`src/rtl/idu_hazard_sb.sv`:
```
// rtl/idu_hazard_sb.sv - IDU issue scoreboard for long-latency instruction hazards
//
// Purpose: tracks up to SB_DEPTH outstanding long-latency instructions (mul/div/load).
// Each entry holds {valid, rd_we, rd}, and its index is the instruction ID. Decoded
// instructions are stalled on RAW, WAW or structural (table full) hazards.
//
// Ports:
//   clk, rst                 clock and synchronous active-high reset
//   issue_*_i                decoded instruction: valid, long flag, rd/rs1/rs2 and their enables
//   commit_valid_i/_id_i     a long instruction with this ID completed
//   flush_i                  drop every outstanding entry
//   issue_ready_o            instruction may advance (combinational, does not look at issue_valid_i)
//   issue_id_o               ID that an accepted long instruction receives
//   hold_o                   stall request to ctrl
//   sb_full_o, sb_empty_o    registered occupancy flags
//   outstanding_cnt_o        registered count of valid entries
//   commit_err_o             sticky flag: a commit named an entry that was not valid
module idu_hazard_sb #(
  parameter int SB_DEPTH = 4
) (
  input  logic       clk,
  input  logic       rst,
  input  logic       issue_valid_i,
  input  logic       issue_long_i,
  input  logic       issue_rd_we_i,
  input  logic [4:0] issue_rd_i,
  input  logic       issue_rs1_re_i,
  input  logic [4:0] issue_rs1_i,
  input  logic       issue_rs2_re_i,
  input  logic [4:0] issue_rs2_i,
  input  logic       commit_valid_i,
  input  logic [1:0] commit_id_i,
  input  logic       flush_i,
  output logic       issue_ready_o,
  output logic [1:0] issue_id_o,
  output logic       hold_o,
  output logic       sb_full_o,
  output logic       sb_empty_o,
  output logic [2:0] outstanding_cnt_o,
  output logic       commit_err_o
);

  logic [SB_DEPTH-1:0] valid_q, valid_d;
  logic [SB_DEPTH-1:0] rd_we_q, rd_we_d;
  logic [4:0]          rd_q [SB_DEPTH];
  logic [4:0]          rd_d [SB_DEPTH];
  logic [2:0]          cnt_q, cnt_d;
  logic                full_q, full_d;
  logic                empty_q, empty_d;
  logic                err_q, err_d;

  logic       raw_haz, waw_haz, struct_haz;
  logic       free_found;
  logic [1:0] alloc_id;
  logic       alloc;
  logic       commit_hit;
  int         cnt_int;

  // Hazard detection looks only at registered table state, so a commit
  // releases its hazard one cycle after commit_valid_i.
  always_comb begin
    raw_haz = 1'b0;
    waw_haz = 1'b0;
    for (int i = 0; i < SB_DEPTH; i++) begin
      if (valid_q[i] && rd_we_q[i]) begin
        if (issue_rs1_re_i && (issue_rs1_i != 5'd0) && (issue_rs1_i == rd_q[i])) raw_haz = 1'b1;
        if (issue_rs2_re_i && (issue_rs2_i != 5'd0) && (issue_rs2_i == rd_q[i])) raw_haz = 1'b1;
        if (issue_rd_we_i  && (issue_rd_i  != 5'd0) && (issue_rd_i  == rd_q[i])) waw_haz = 1'b1;
      end
    end
    struct_haz    = issue_long_i && full_q;
    issue_ready_o = !rst && !flush_i && !raw_haz && !waw_haz && !struct_haz;
    hold_o        = issue_valid_i && !issue_ready_o;
  end

  // Lowest-index free entry; 0 when the table is full.
  always_comb begin
    free_found = 1'b0;
    alloc_id   = 2'd0;
    for (int i = 0; i < SB_DEPTH; i++) begin
      if (!valid_q[i] && !free_found) begin
        alloc_id   = 2'(i);
        free_found = 1'b1;
      end
    end
    issue_id_o = alloc_id;
  end

  assign alloc = issue_valid_i && issue_ready_o && issue_long_i;

  always_comb begin
    valid_d    = valid_q;
    rd_we_d    = rd_we_q;
    rd_d       = rd_q;
    err_d      = err_q;
    commit_hit = 1'b0;

    for (int i = 0; i < SB_DEPTH; i++) begin
      if (commit_valid_i && (int'(commit_id_i) == i) && valid_q[i]) begin
        valid_d[i] = 1'b0;
        commit_hit = 1'b1;
      end
    end
    if (commit_valid_i && !commit_hit) err_d = 1'b1;

    // alloc_id is always a currently-free entry, so it never collides with
    // a same-cycle commit (which must target a valid entry to take effect).
    if (alloc) begin
      for (int i = 0; i < SB_DEPTH; i++) begin
        if (int'(alloc_id) == i) begin
          valid_d[i] = 1'b1;
          rd_we_d[i] = issue_rd_we_i;
          rd_d[i]    = issue_rd_i;
        end
      end
    end

    if (flush_i) valid_d = '0;

    cnt_int = 0;
    for (int i = 0; i < SB_DEPTH; i++) begin
      if (valid_d[i]) cnt_int = cnt_int + 1;
    end
    cnt_d   = 3'(cnt_int);
    full_d  = (cnt_int == SB_DEPTH);
    empty_d = (cnt_int == 0);
  end

  always_ff @(posedge clk) begin
    if (rst) begin
      valid_q <= '0;
      rd_we_q <= '0;
      for (int i = 0; i < SB_DEPTH; i++) rd_q[i] <= 5'd0;
      cnt_q   <= 3'd0;
      full_q  <= 1'b0;
      empty_q <= 1'b1;
      err_q   <= 1'b0;
    end else begin
      valid_q <= valid_d;
      rd_we_q <= rd_we_d;
      rd_q    <= rd_d;
      cnt_q   <= cnt_d;
      full_q  <= full_d;
      empty_q <= empty_d;
      err_q   <= err_d;
    end
  end

  assign sb_full_o         = full_q;
  assign sb_empty_o        = empty_q;
  assign outstanding_cnt_o = cnt_q;
  assign commit_err_o      = err_q;

endmodule
```
`config.mk`:
```
export PLATFORM = sky130hd
export DESIGN_NAME = idu_hazard_sb
export DESIGN_NICKNAME = d
export VERILOG_FILES = /design/src/rtl/idu_hazard_sb.sv
export SDC_FILE = /design/constraint.sdc
export NUM_CORES = 1
export LEC_CHECK = 0
export CAP_MARGIN = 30
export CORE_MARGIN = 10
export CORE_UTILIZATION = 25
export CTS_BUF_LIST = sky130_fd_sc_hd__clkbuf_4 sky130_fd_sc_hd__clkbuf_8
export CTS_CLUSTER_SIZE = 10
export DETAILED_ROUTE_END_ITERATION = 10
export SYNTH_ARGS = -nofsm -noshare
export SYNTH_HDL_FRONTEND = slang
export SYNTH_SLANG_ARGS = --single-unit
```
`constraint.sdc`:
```
create_clock -name clk -period 4.3 [get_ports clk]
set_input_delay 0.645 -clock clk [delete_from_list [all_inputs] [get_ports clk]]
set_output_delay 0.645 -clock clk [all_outputs]
set_load 0.01 [all_outputs]
```
Word-level counts from Yosys, hierarchy flattened. Index checks and enable logic that the tools add are counted.

Add/subtract/negate cells: 3. Equality and inequality tests: 19. Mux-type cells: 44. Reductions and logical operators: 61.

Operator list (number): adder 32 x 2 -> 32 bit (second input constant) (3); two-way mux 32 bit (3); equality test 5 bit (12); logical AND 1 bit (39); two-way mux 1 bit (37); equality test 32 x 4 -> 1 bit (second input constant) (1); zero test 32 bit (1); nonzero test 5 bit (3); zero test 1 bit (12); equality test 2 bit (second input constant) (4); two-way mux 4 bit (2); AND reduction 2 bit (4); equality test 2 x 1 -> 1 bit (second input constant) (2); zero test 2 bit (2); two-way mux 2 bit (2).

Flip-flop bits (word level): 34. Input bits: 26. Word-level logic and storage cells: 140.

Longest topological paths before layout. Gate-level depths: netlist (run 1).

Word-level depth: 31. Depth in mapped cells: 14. Gate-level depth less buffers: 13.

Worst setup path before layout (run 1). Ideal clock, no wire load.

Path type: input-to-reg. Start: input port issue_rs2_i[2]. End: register empty_q, in the netlist sb_empty_o. Library setup time: 0.096 ns. Arrival time: 3.550 ns. Slack: 0.655 ns. Stages on the path: 12. Path buffers: 1. Cell sequence: buf_2 or4_4 o21ai_4 or4_1 o211ai_2 a211oi_2 a31oi_1 or2_2 ha_1 or3_1 o311a_1 o41ai_2.

Cells in the longest elaborated chain, start to end: 30. Elaborated cells between the ends (all ways): 37.

Ends and longest elaborated chain: from (decl) (RTL line 30) `input logic [4:0] issue_rs2_i,`; nonzero test 5 bit (RTL line 67) `if (issue_rs2_re_i && (issue_rs2_i != 5'd0) && (issue_rs2_i == rd_q[i])) raw_haz = 1'b1;`; logical AND 1 bit (2 in series) (RTL line 67); two-way mux 1 bit (RTL line 67); two-way mux 1 bit (RTL line 65) `if (valid_q[i] && rd_we_q[i]) begin`; two-way mux 1 bit (RTL line 66) `if (issue_rs1_re_i && (issue_rs1_i != 5'd0) && (issue_rs1_i == rd_q[i])) raw_haz = 1'b1;`; two-way mux 1 bit (RTL line 67); two-way mux 1 bit (RTL line 65); two-way mux 1 bit (RTL line 66); [13 not listed]; two-way mux 1 bit (RTL line 122) `if (valid_d[i]) cnt_int = cnt_int + 1;`; adder 32 x 2 -> 32 bit (RTL line 122); two-way mux 32 bit (RTL line 122); adder 32 x 2 -> 32 bit (RTL line 122); two-way mux 32 bit (RTL line 122); adder 32 x 2 -> 32 bit (RTL line 122); two-way mux 32 bit (*) (RTL line 122); zero test 32 bit (*) (RTL line 126) `empty_d = (cnt_int == 0);`; to (signal assigned) (RTL line 144) `empty_q <= empty_d;`; to (decl) (RTL line 49) `logic empty_q, empty_d;`.

Mark *: on every way between the ends. The rest lies on a longest branch, timed or not. A chain may end at the register's enable or synchronous reset.

Worst setup path after layout (run 1).
Start: input port issue_rd_i[0]. End: output port hold_o.

Cells in the longest elaborated chain, start to end: 16. Elaborated cells between the ends (all ways): 23.

Ends and longest elaborated chain: from (decl) (RTL line 26) `input logic [4:0] issue_rd_i,`; nonzero test 5 bit (RTL line 68) `if (issue_rd_we_i && (issue_rd_i != 5'd0) && (issue_rd_i == rd_q[i])) waw_haz = 1'b1;`; logical AND 1 bit (2 in series) (RTL line 68); two-way mux 1 bit (RTL line 68); two-way mux 1 bit (RTL line 65); two-way mux 1 bit (RTL line 68); two-way mux 1 bit (RTL line 65); two-way mux 1 bit (RTL line 68); two-way mux 1 bit (RTL line 65); two-way mux 1 bit (RTL line 68); two-way mux 1 bit (*) (RTL line 65); zero test 1 bit (*) (RTL line 72) `issue_ready_o = !rst && !flush_i && !raw_haz && !waw_haz && !struct_haz;`; logical AND 1 bit (*) (2 in series) (RTL line 72); zero test 1 bit (*) (RTL line 73) `hold_o = issue_valid_i && !issue_ready_o;`; logical AND 1 bit (*) (RTL line 73); to (decl) (RTL line 36) `output logic hold_o,`.

Marks and branches as above.

==> results of run 1 <==
## cell type report
type / count / area, um^2 / share of cell area (%)
well taps: 133 / 166.4 / 5.324
multi-input cells: 224 / 1675 / 53.60
repair buffers: 52 / 478.0 / 15.29
clock inverters: 1 / 5.005 / 0.1601
inverters: 8 / 30.03 / 0.9608
flip-flops and latches: 34 / 680.7 / 21.78
clock buffers: 7 / 90.09 / 2.882
## flip-flops by register name, summed over array words and instances (netlist names)
| signal | flops |
|---|---|
| rd_q | 20 |
| rd_we_q | 4 |
| valid_q | 4 |
| outstanding_cnt_o | 3 |
| commit_err_o | 1 |
| sb_empty_o | 1 |
| sb_full_o | 1 |
## critical path: stages
cell             delay (ns)
clkdlybuf4s50_1        0.71
xnor2_1                0.13
nand4_1                0.11
nor3_1                 0.05
or4_1                  0.63
a211oi_2               0.25
buf_4                  0.16
nand2_1                0.08
and2_1                 0.17
clkdlybuf4s50_1        0.48
## metrics by stage
step                utilization, %  area, um^2  instances  setup WS, ns
floorplan                        -        2499        286        0.6545
global placement             31.00        3030        451        0.1710
detailed placement           31.00        3030        451        0.1038
CTS                          31.98        3126        459        0.2171
global route                 31.98        3126        459       0.07477
finish                       31.98        3126        459        0.2237
## path summary, 6_finish.rpt
kind                                             endpoint  cells after the start  slack (ns)
worst max-delay path                               hold_o                     10        0.22
worst min-delay path            commit_err_o$_SDFFE_PP0P_                      2        0.49
worst max register to register      sb_empty_o$_SDFF_PP1_                     11        1.02
worst min register to register  commit_err_o$_SDFFE_PP0P_                      2        0.49
## report_power, final
part	total (W)	switching, W	internal (W)
clock network	0.000260	0.000124	0.000136
registers	0.000320	0.00000269	0.000317
logic	0.000116	0.0000562	0.0000597
total	0.000696	0.000183	0.000512
## synthesized netlist by cell type (4+ instances only)
library cell and count:
a21oi_1 5, a31oi_1 5, buf_4 5, clkbuf_1 10, dfxtp_1 34, inv_1 8
mux2i_1 24, nand2_1 11, nand3_1 4, nand4_1 15, nor2_1 36, nor3_1 6
nor4b_1 4, xnor2_1 51, xor2_1 11
## logic make-up (layout without fill, tap and decap cells)
logic type	after synthesis	count (layout)
xor+xnor	62	62
fa+ha+maj	2	2
buf+inv	28	68
compound gates	32	32
mux	25	25
flops	34	34
simple gates	103	103
## routing by layer
layer  GRT usage [%]  wire length, um
met5               0                0
met1           12.25             3174
met2           16.47             3249
met3           1.594              356
met4           4.751              219
==> reports/results.ini, run 1 <==
[logic_synthesis]
synth_xor_area_share_pct=21.73
synth_ff_type=dfxtp_1
synth_top_area_share_pct=27.24
synth_async_sr_flop_share_pct=0
synth_nets=314
yosys-top-cells-area=dfxtp_1 (27%), xnor2_1 (18%), mux2i_1 (9.6%)
synth_mux_area_share_pct=10.52
synth_top_family_by_area=simple AND/OR/NAND/NOR gates
ys_warn_count=0
synth_cell_type_count=52
synth_seq_area_share_pct=27.24
synth_edf_count=0
synth_compound_area_share_pct=11.07
yosys.area.top_type=dfxtp_1
syn-cell-area_mm2=0.002499
yosys.area_share.simple_pct=22.73
ys_seq_elements=34
synth_area_per_cell_um2=8.737
synthAdderAreaFrac_pct=1.002
syn_inst=286

[power_and_ir_drop]
power_w=0.0006957
p_leak_nw=1.105
ir_drop_mv=0.1298
p_per_area_mw_per_mm2=222.6

[drt]
first_iter_violations=125
route.vias.total=2193
drtPass1Iterations=5
drcViolationCount=0
vias_per_cell=4.778
ant_nets=0
finalWirelength_mm=6.999
post_drt_wl_per_cell_um=15.25

[setup_path]
worstPathRequired_ns=3.65
r2r_start=rd_q[17]$_SDFFE_PP0P_
endpoint_kind=output port
crit_path_start=issue_rd_i[0]
cp.arrival_ns=3.43
worstSetupPathType=primary input to output port
worstPathMaxFanout=9
start_kind=primary input

[floorplan]
io_pins=36
die-area_mm2=0.01439
initial_core_util_pct=25.56
die_x_um=120.0
num_rows=36
fp.coreArea_mm2=0.009774
fp.dieH_um=120.0

[sta]
slew_headroom_pct=67.66
hold_slack_ns=0.4912
max_freq_mhz=245.3
setup_violations=0
layout_min_cycle_time_ns=4.076
slew_violations=0
rsz0062_at_grt=false
timing.final.crit_share_pct=94.80
tns_ns=0
hold_viol=0
worstMarginPinSlew_ns=0.4837
finClkSkew_ns=0.01381

[run_status]
status=finished, final reports clean

[worst_hold_path]
hp-start=commit_err_o$_SDFFE_PP0P_
hp-class=register to register

[clock_tree]
clockRootBuffer=clkbuf_8
cts_tree=built
cts.clk_slew.worst_paths_ns=0.07
hold_buffers=0
clk_latency_ns=0.29
cts_repair_resize_count=0
clock_path_buffers=2
cts_buffers=5
cts_setup_buffers=0
cts.htree.levels=2
cts_sinks=34

[placed_design]
gp_congestion=0.9134
numPortBuffers=35
dpl.hpwl_mm=5.523

[flow_run]
maxCapViolCount=0

[grt]
grt_max_degree=37
grt_pass1_wl_mm=11.67
antenna_found_initial=0
grt_usage_pct=9.927
first_global_vias=2284
overflow=0

[layout]
layout-drive-gt1-share_pct=12.88
num_antenna_cells=0
areaGrowthSynthToFinish_pct=25.09
final_cell_mix=xnor2_1 (51), nor2_1 (36), clkdlybuf4s50_1 (35), dfxtp_1 (34), mux2i_1 (24)
fillers=1032
mostFrequentLayoutCell=xnor2_1
layout.nets=353

Power figures use the tool's default switching activity.
==> run 2, diff against run 1 <==
--- a/config.mk
+++ b/config.mk
@@ -7,10 +7,12 @@
 export LEC_CHECK = 0
 export CAP_MARGIN = 30
 export CORE_MARGIN = 10
-export CORE_UTILIZATION = 25
+export CORE_UTILIZATION = 50
 export CTS_BUF_LIST = sky130_fd_sc_hd__clkbuf_4 sky130_fd_sc_hd__clkbuf_8
 export CTS_CLUSTER_SIZE = 10
 export DETAILED_ROUTE_END_ITERATION = 10
+export HOLD_SLACK_MARGIN = 0.06
+export PLACE_DENSITY = 0.74
 export SYNTH_ARGS = -nofsm -noshare
 export SYNTH_HDL_FRONTEND = slang
 export SYNTH_SLANG_ARGS = --single-unit
==> run 2 against run 1 <==
Global-route usage increased by 6.6 points. Final cell count decreased by 14%. Sequential share of layout area increased by 0.35 points. Core utilization increased by 32 points. Combinational power about the same. Largest power group unchanged.
==> reports/results.ini, run 2 (synthesis results as in run 1) <==
[run_status]
status=finished, final reports clean

[layout]
reg_top3=rd_q x20, rd_we_q x4, valid_q x4
top_register=rd_q
areaGrowthSynthToFinish_pct=23.13
layout.nets=355  ; +0.57%
num_antenna_cells=0  ; unchanged
largest_reg_flops=20  ; unchanged
mostFrequentLayoutCell=xnor2_1
final_cell_mix=xnor2_1 (51), nor2_1 (36), clkdlybuf4s50_1 (35), dfxtp_1 (34), mux2i_1 (24)
multiInputGateArea_mm2=0.001675  ; unchanged
fillers=407  ; -61%
regArea_um2=680.7  ; unchanged
layout-drive-gt1-share_pct=13.41  ; +0.53 points

[clock_tree]
cts_tree=built
cts_sinks=34  ; unchanged
clockRootBuffer=clkbuf_8
clk_latency_ns=0.30  ; about the same
clock_path_buffers=2  ; unchanged
cts_buffers=5  ; unchanged
cts_repair_resize_count=0  ; unchanged
cts.clk_slew.worst_paths_ns=0.07  ; about the same
cts_setup_buffers=0  ; unchanged
cts.htree.levels=2  ; unchanged
hold_buffers=0  ; unchanged

[grt]
grt_pass1_wl_mm=11.26  ; -3.5%
first_global_vias=2207  ; -3.4%
antenna_found_initial=0  ; unchanged
grt_usage_pct=16.58  ; +6.6 points
grt_max_degree=37  ; unchanged
overflow=0  ; unchanged

[setup_path]
critPathTopFamily=buffers and inverters
slowest_stage=clkdlybuf4s50_1
crit_chain=clkdlybuf4s50_1 > xnor2_1 > nand4_1 > nor3_1 > or4_1 > a211oi_2 > buf_4 > nand2_1 > and2_1 > clkdlybuf4s50_1
worstPathRequired_ns=3.65  ; about the same
worstPathMaxFanout=9  ; unchanged
cp.arrival_ns=3.39  ; -0.04 ns
endpoint_kind=output port
crit_buf_inv=3  ; unchanged
r2r_slack_ns=1.00  ; -0.02 ns
crit_path_max_incr_delay_ns=0.70  ; about the same
worstSetupPathType=primary input to output port
start_kind=primary input
cp_common_cell=clkdlybuf4s50_1

[flow_run]
maxCapViolCount=0  ; unchanged

[sta]
layout_min_cycle_time_ns=4.037  ; -0.03951 ns
finClkSkew_ns=0.01074  ; -0.003067 ns
rsz0062_at_grt=false
tns_ns=0  ; unchanged
hold_viol=0  ; unchanged
max_freq_mhz=247.7  ; +0.98%
setup_violations=0  ; unchanged
setup_ws_ns=0.2632  ; +0.03951 ns
slew_violations=0  ; unchanged
worstMarginPinSlew_ns=0.5131  ; +0.02944 ns
timing.final.crit_share_pct=93.88  ; -0.92 points
slew_headroom_pct=65.70  ; -2.0 points

[drt]
drtPass1Iterations=5  ; unchanged
first_iter_violations=229  ; +83%
finalWirelength_mm=6.628  ; -5.3%
ant_nets=0  ; unchanged
post_drt_wl_per_cell_um=16.78  ; +10%
route.vias.total=2219  ; +1.2%
vias_per_cell=5.618  ; +18%
drcViolationCount=0  ; unchanged

[placed_design]
dpl.hpwl_mm=5.251  ; -4.9%
gp_congestion=0.9704  ; +6.2%
numPortBuffers=35  ; unchanged
place_ws_ns=0.1125  ; +0.008725 ns

[floorplan]
initial_core_util_pct=52.21  ; +27 points
fp.coreArea_mm2=0.004786  ; -51%
fp.dieH_um=90.69  ; -24%
num_rows=25  ; -31%
die-area_mm2=0.008225  ; -43%
die_x_um=90.69  ; -24%
io_pins=36  ; unchanged

[power_and_ir_drop]
p_leak_nw=1.112  ; +0.70%
p_per_area_mw_per_mm2=239.5  ; +7.6%
ir_drop_mv=0.1643  ; +27%

[worst_hold_path]
hp-class=register to register

-- run 2: cell type report --
cell class	count	area share [%]
tap	67	2.725
multi-input combinational	224	54.45
sequential	34	22.12
clock inverter	3	1.464
inverter	8	0.9760
clock buffer	5	2.237
timing repair buffer	54	16.02
-- run 2: final timing paths --
check | start | cells past startpoint | to
worst min register to register | commit_err_o$_SDFFE_PP0P_ | 2 | commit_err_o$_SDFFE_PP0P_
worst max-delay path | issue_rd_i[1] | 10 | hold_o
worst max register to register | rd_q[4]$_SDFFE_PP0P_ | 11 | sb_empty_o$_SDFF_PP1_
worst min-delay path | commit_err_o$_SDFFE_PP0P_ | 2 | commit_err_o$_SDFFE_PP0P_
-- run 2: power by group --
group	internal, W	leakage [nW]	switching, W
clock network	0.000172	0.0504	0.000129
registers	0.000317	0.274	0.00000264
logic	0.0000603	0.787	0.0000553
total	0.000550	1.11	0.000187
-- run 2: per-stage QoR --
step	power (W)	instance area, um^2	util [%]	std cells	hold slack [ns]
3_3_place_gp	0.0004395	2963	61.91	387	0.4511
2_1_floorplan	0.0003975	2499	-	286	0.4602
5_1_grt	0.0007652	3077	64.29	395	0.5082
3_5_place_dp	0.0004419	2963	61.91	387	0.4610
6_report	0.0007368	3077	64.29	395	0.4708
4_1_cts	0.0007413	3077	64.29	395	0.4791
-- run 2: worst min-delay path, cell delays in order (launching register included) --
cell and delay [ns]:
dfxtp_1 0.33, a21oi_1 0.04, nor2_1 0.07
-- run 2: routing by layer --
layer / vias up / share of wire [%] / track usage, %
met2: 71 / 46 / 26.20
met5: - / 0 / 0
met1: 1051 / 47 / 22.14
li1: 1086 / - / -
met3: 11 / 5.2 / 2.494
met4: 0 / 1.9 / 5.703
==> run 3, diff against run 2 <==
--- a/config.mk
+++ b/config.mk
@@ -11,8 +11,8 @@
 export CTS_BUF_LIST = sky130_fd_sc_hd__clkbuf_4 sky130_fd_sc_hd__clkbuf_8
 export CTS_CLUSTER_SIZE = 10
 export DETAILED_ROUTE_END_ITERATION = 10
+export DONT_BUFFER_PORTS = 1
 export HOLD_SLACK_MARGIN = 0.06
-export PLACE_DENSITY = 0.74
 export SYNTH_ARGS = -nofsm -noshare
 export SYNTH_HDL_FRONTEND = slang
 export SYNTH_SLANG_ARGS = --single-unit
==> run 3 against run 2 <==
Critical path depth up 1. Combinational power down 53%. Sequential power about the same. Core utilization down 11 points. Clock power down 15%. Power down 14%. Critical path type is now register to register. Highest routed layer unchanged.
==> reports/results.ini, run 3 (synthesis results as in run 1) <==
[clock_tree]
cts_setup_buffers=0  ; unchanged
cts_buffers=5  ; unchanged
cts_repair_resize_count=0  ; unchanged
clk_latency_ns=0.29  ; about the same
cts.clk_slew.worst_paths_ns=0.07  ; about the same
cts.htree.levels=2  ; unchanged
clock_path_buffers=2  ; unchanged
cts_sinks=34  ; unchanged
cts_tree=built
clockRootBuffer=clkbuf_8
hold_buffers=0  ; unchanged

[worst_hold_path]
hp-start=rst
hold_depth=1  ; -1
hp-class=primary input to register

[sta]
rsz0062_at_grt=false
tns_ns=0  ; unchanged
timing.final.crit_share_pct=82.44  ; -11 points
worstMarginPinSlew_ns=0.5239  ; +0.01078 ns
slew_violations=0  ; unchanged
setup_violations=0  ; unchanged
hold_slack_ns=0.4122  ; -0.05866 ns
slew_headroom_pct=64.91  ; -0.79 points
finClkSkew_ns=0.002635  ; -0.008109 ns
max_freq_mhz=282.1  ; +14%
hold_viol=0  ; unchanged
layout_min_cycle_time_ns=3.545  ; -0.4920 ns

[drt]
finalWirelength_mm=6.298  ; -5.0%
drtPass1Iterations=5  ; unchanged
first_iter_violations=121  ; -47%
route.vias.total=1954  ; -12%
post_drt_wl_per_cell_um=18.42  ; +9.7%
ant_nets=0  ; unchanged
drcViolationCount=0  ; unchanged
vias_per_cell=5.713  ; +1.7%

[setup_path]
start_kind=register
endpoint_kind=register
worstPathRequired_ns=4.50  ; +0.85 ns
worstSetupPathType=register to register
worstPathMaxFanout=7  ; -2
r2r_cells=11  ; unchanged
crit_path_start=rd_q[15]$_SDFFE_PP0P_
cp.arrival_ns=3.75  ; +0.36 ns
r2r_start=rd_q[15]$_SDFFE_PP0P_

[grt]
grtUsageMet3_pct=5.071  ; +2.6 points
grt_pass1_wl_mm=10.34  ; -8.1%
grt_usage_pct=15.29  ; -1.3 points
antenna_found_initial=0  ; unchanged
overflow=0  ; unchanged
grt_max_degree=38  ; +2.7%
first_global_vias=1962  ; -11%
grt_busiest_layer=met2
met1_usage_pct=19.00  ; -3.1 points
met2_usage_pct=23.92  ; -2.3 points

[power_and_ir_drop]
ir_drop_mv=0.1986  ; +21%
p_leak_nw=0.8897  ; -20%
power_w=0.0006306  ; -14%
p_per_area_mw_per_mm2=245.1  ; +2.4%

[layout]
layout-drive-gt1-share_pct=9.455  ; -4.0 points
num_antenna_cells=0  ; unchanged
final_area_mm2=0.002572  ; -16%
layout.nets=302  ; -15%
mostFrequentLayoutCell=xnor2_1
top_register=rd_q
reg_top3=rd_q x20, rd_we_q x4, valid_q x4
multiInputGateArea_mm2=0.001675  ; unchanged
areaGrowthSynthToFinish_pct=2.955
fillers=462  ; +14%
final_cell_mix=xnor2_1 (51), nor2_1 (36), dfxtp_1 (34), mux2i_1 (24), nand4_1 (15)
regArea_um2=680.7  ; unchanged
largest_reg_flops=20  ; unchanged

[floorplan]
io_pins=36  ; unchanged
num_rows=25  ; unchanged
fp.coreArea_mm2=0.004786  ; unchanged
fp.dieH_um=90.69  ; unchanged
initial_core_util_pct=52.21  ; unchanged
die-area_mm2=0.008225  ; unchanged
die_x_um=90.69  ; unchanged

[placed_design]
placedInstanceArea_mm2=0.002477  ; -16%
numPortBuffers=0  ; -100%
dpl.hpwl_mm=4.847  ; -7.7%
gp_congestion=0.8870  ; -8.6%

[flow_run]
maxCapViolCount=0  ; unchanged

[run_status]
status=finished, final reports clean

==> run 3: per-layer routing <==
layer	vias to the layer above	share of wire (%)
met3	10	6.0
met4	0	1.8
met5	-	0
met1	928	47
li1	970	-
met2	46	45
==> run 3: critical path, cell delays in order, from the launching register on <==
cell	delay, ns
dfxtp_1	0.44
xnor2_1	0.09
nand4_1	0.10
nor3_1	0.06
or4_1	0.64
a211oi_2	0.37
a31oi_1	0.24
or2_2	0.35
ha_1	0.39
or3_1	0.40
o311a_1	0.17
o41ai_2	0.20
==> run 3: where the power goes <==
group          total (W)  internal (W)  switching, W
sequential      0.000320      0.000317    0.00000304
clock           0.000256      0.000129      0.000128
combinational  0.0000542     0.0000312     0.0000230
==> run 3: final timing paths <==
| check | end | slack (ns) |
|---|---|---|
| setup reg to reg | sb_empty_o$_SDFF_PP1_ | 0.76 |
| hold / removal | rd_q[15]$_SDFFE_PP0P_ | 0.41 |
| setup / recovery | sb_empty_o$_SDFF_PP1_ | 0.76 |
| hold reg to reg | rd_we_q[1]$_SDFFE_PP0P_ | 0.51 |
==> run 3: area by class of cell <==
class,instances,area share (%)
Sequential cell,34,26.46
Timing Repair Buffer,1,0.2918
Inverter,8,1.167
Multi-Input combinational cell,224,65.13
Tap cell,67,3.259
Clock buffer,6,3.210
Clock inverter,2,0.4864
==> run 3: metrics by stage <==
stage | setup WS, ns | util, % | std cells
2_1_floorplan | 0.6545 | - | 286
3_3_place_gp | 0.5625 | 51.76 | 334
3_5_place_dp | 0.5210 | 51.76 | 334
4_1_cts | 0.7895 | 53.75 | 342
5_1_grt | 0.5370 | 53.75 | 342
6_report | 0.7551 | 53.75 | 342
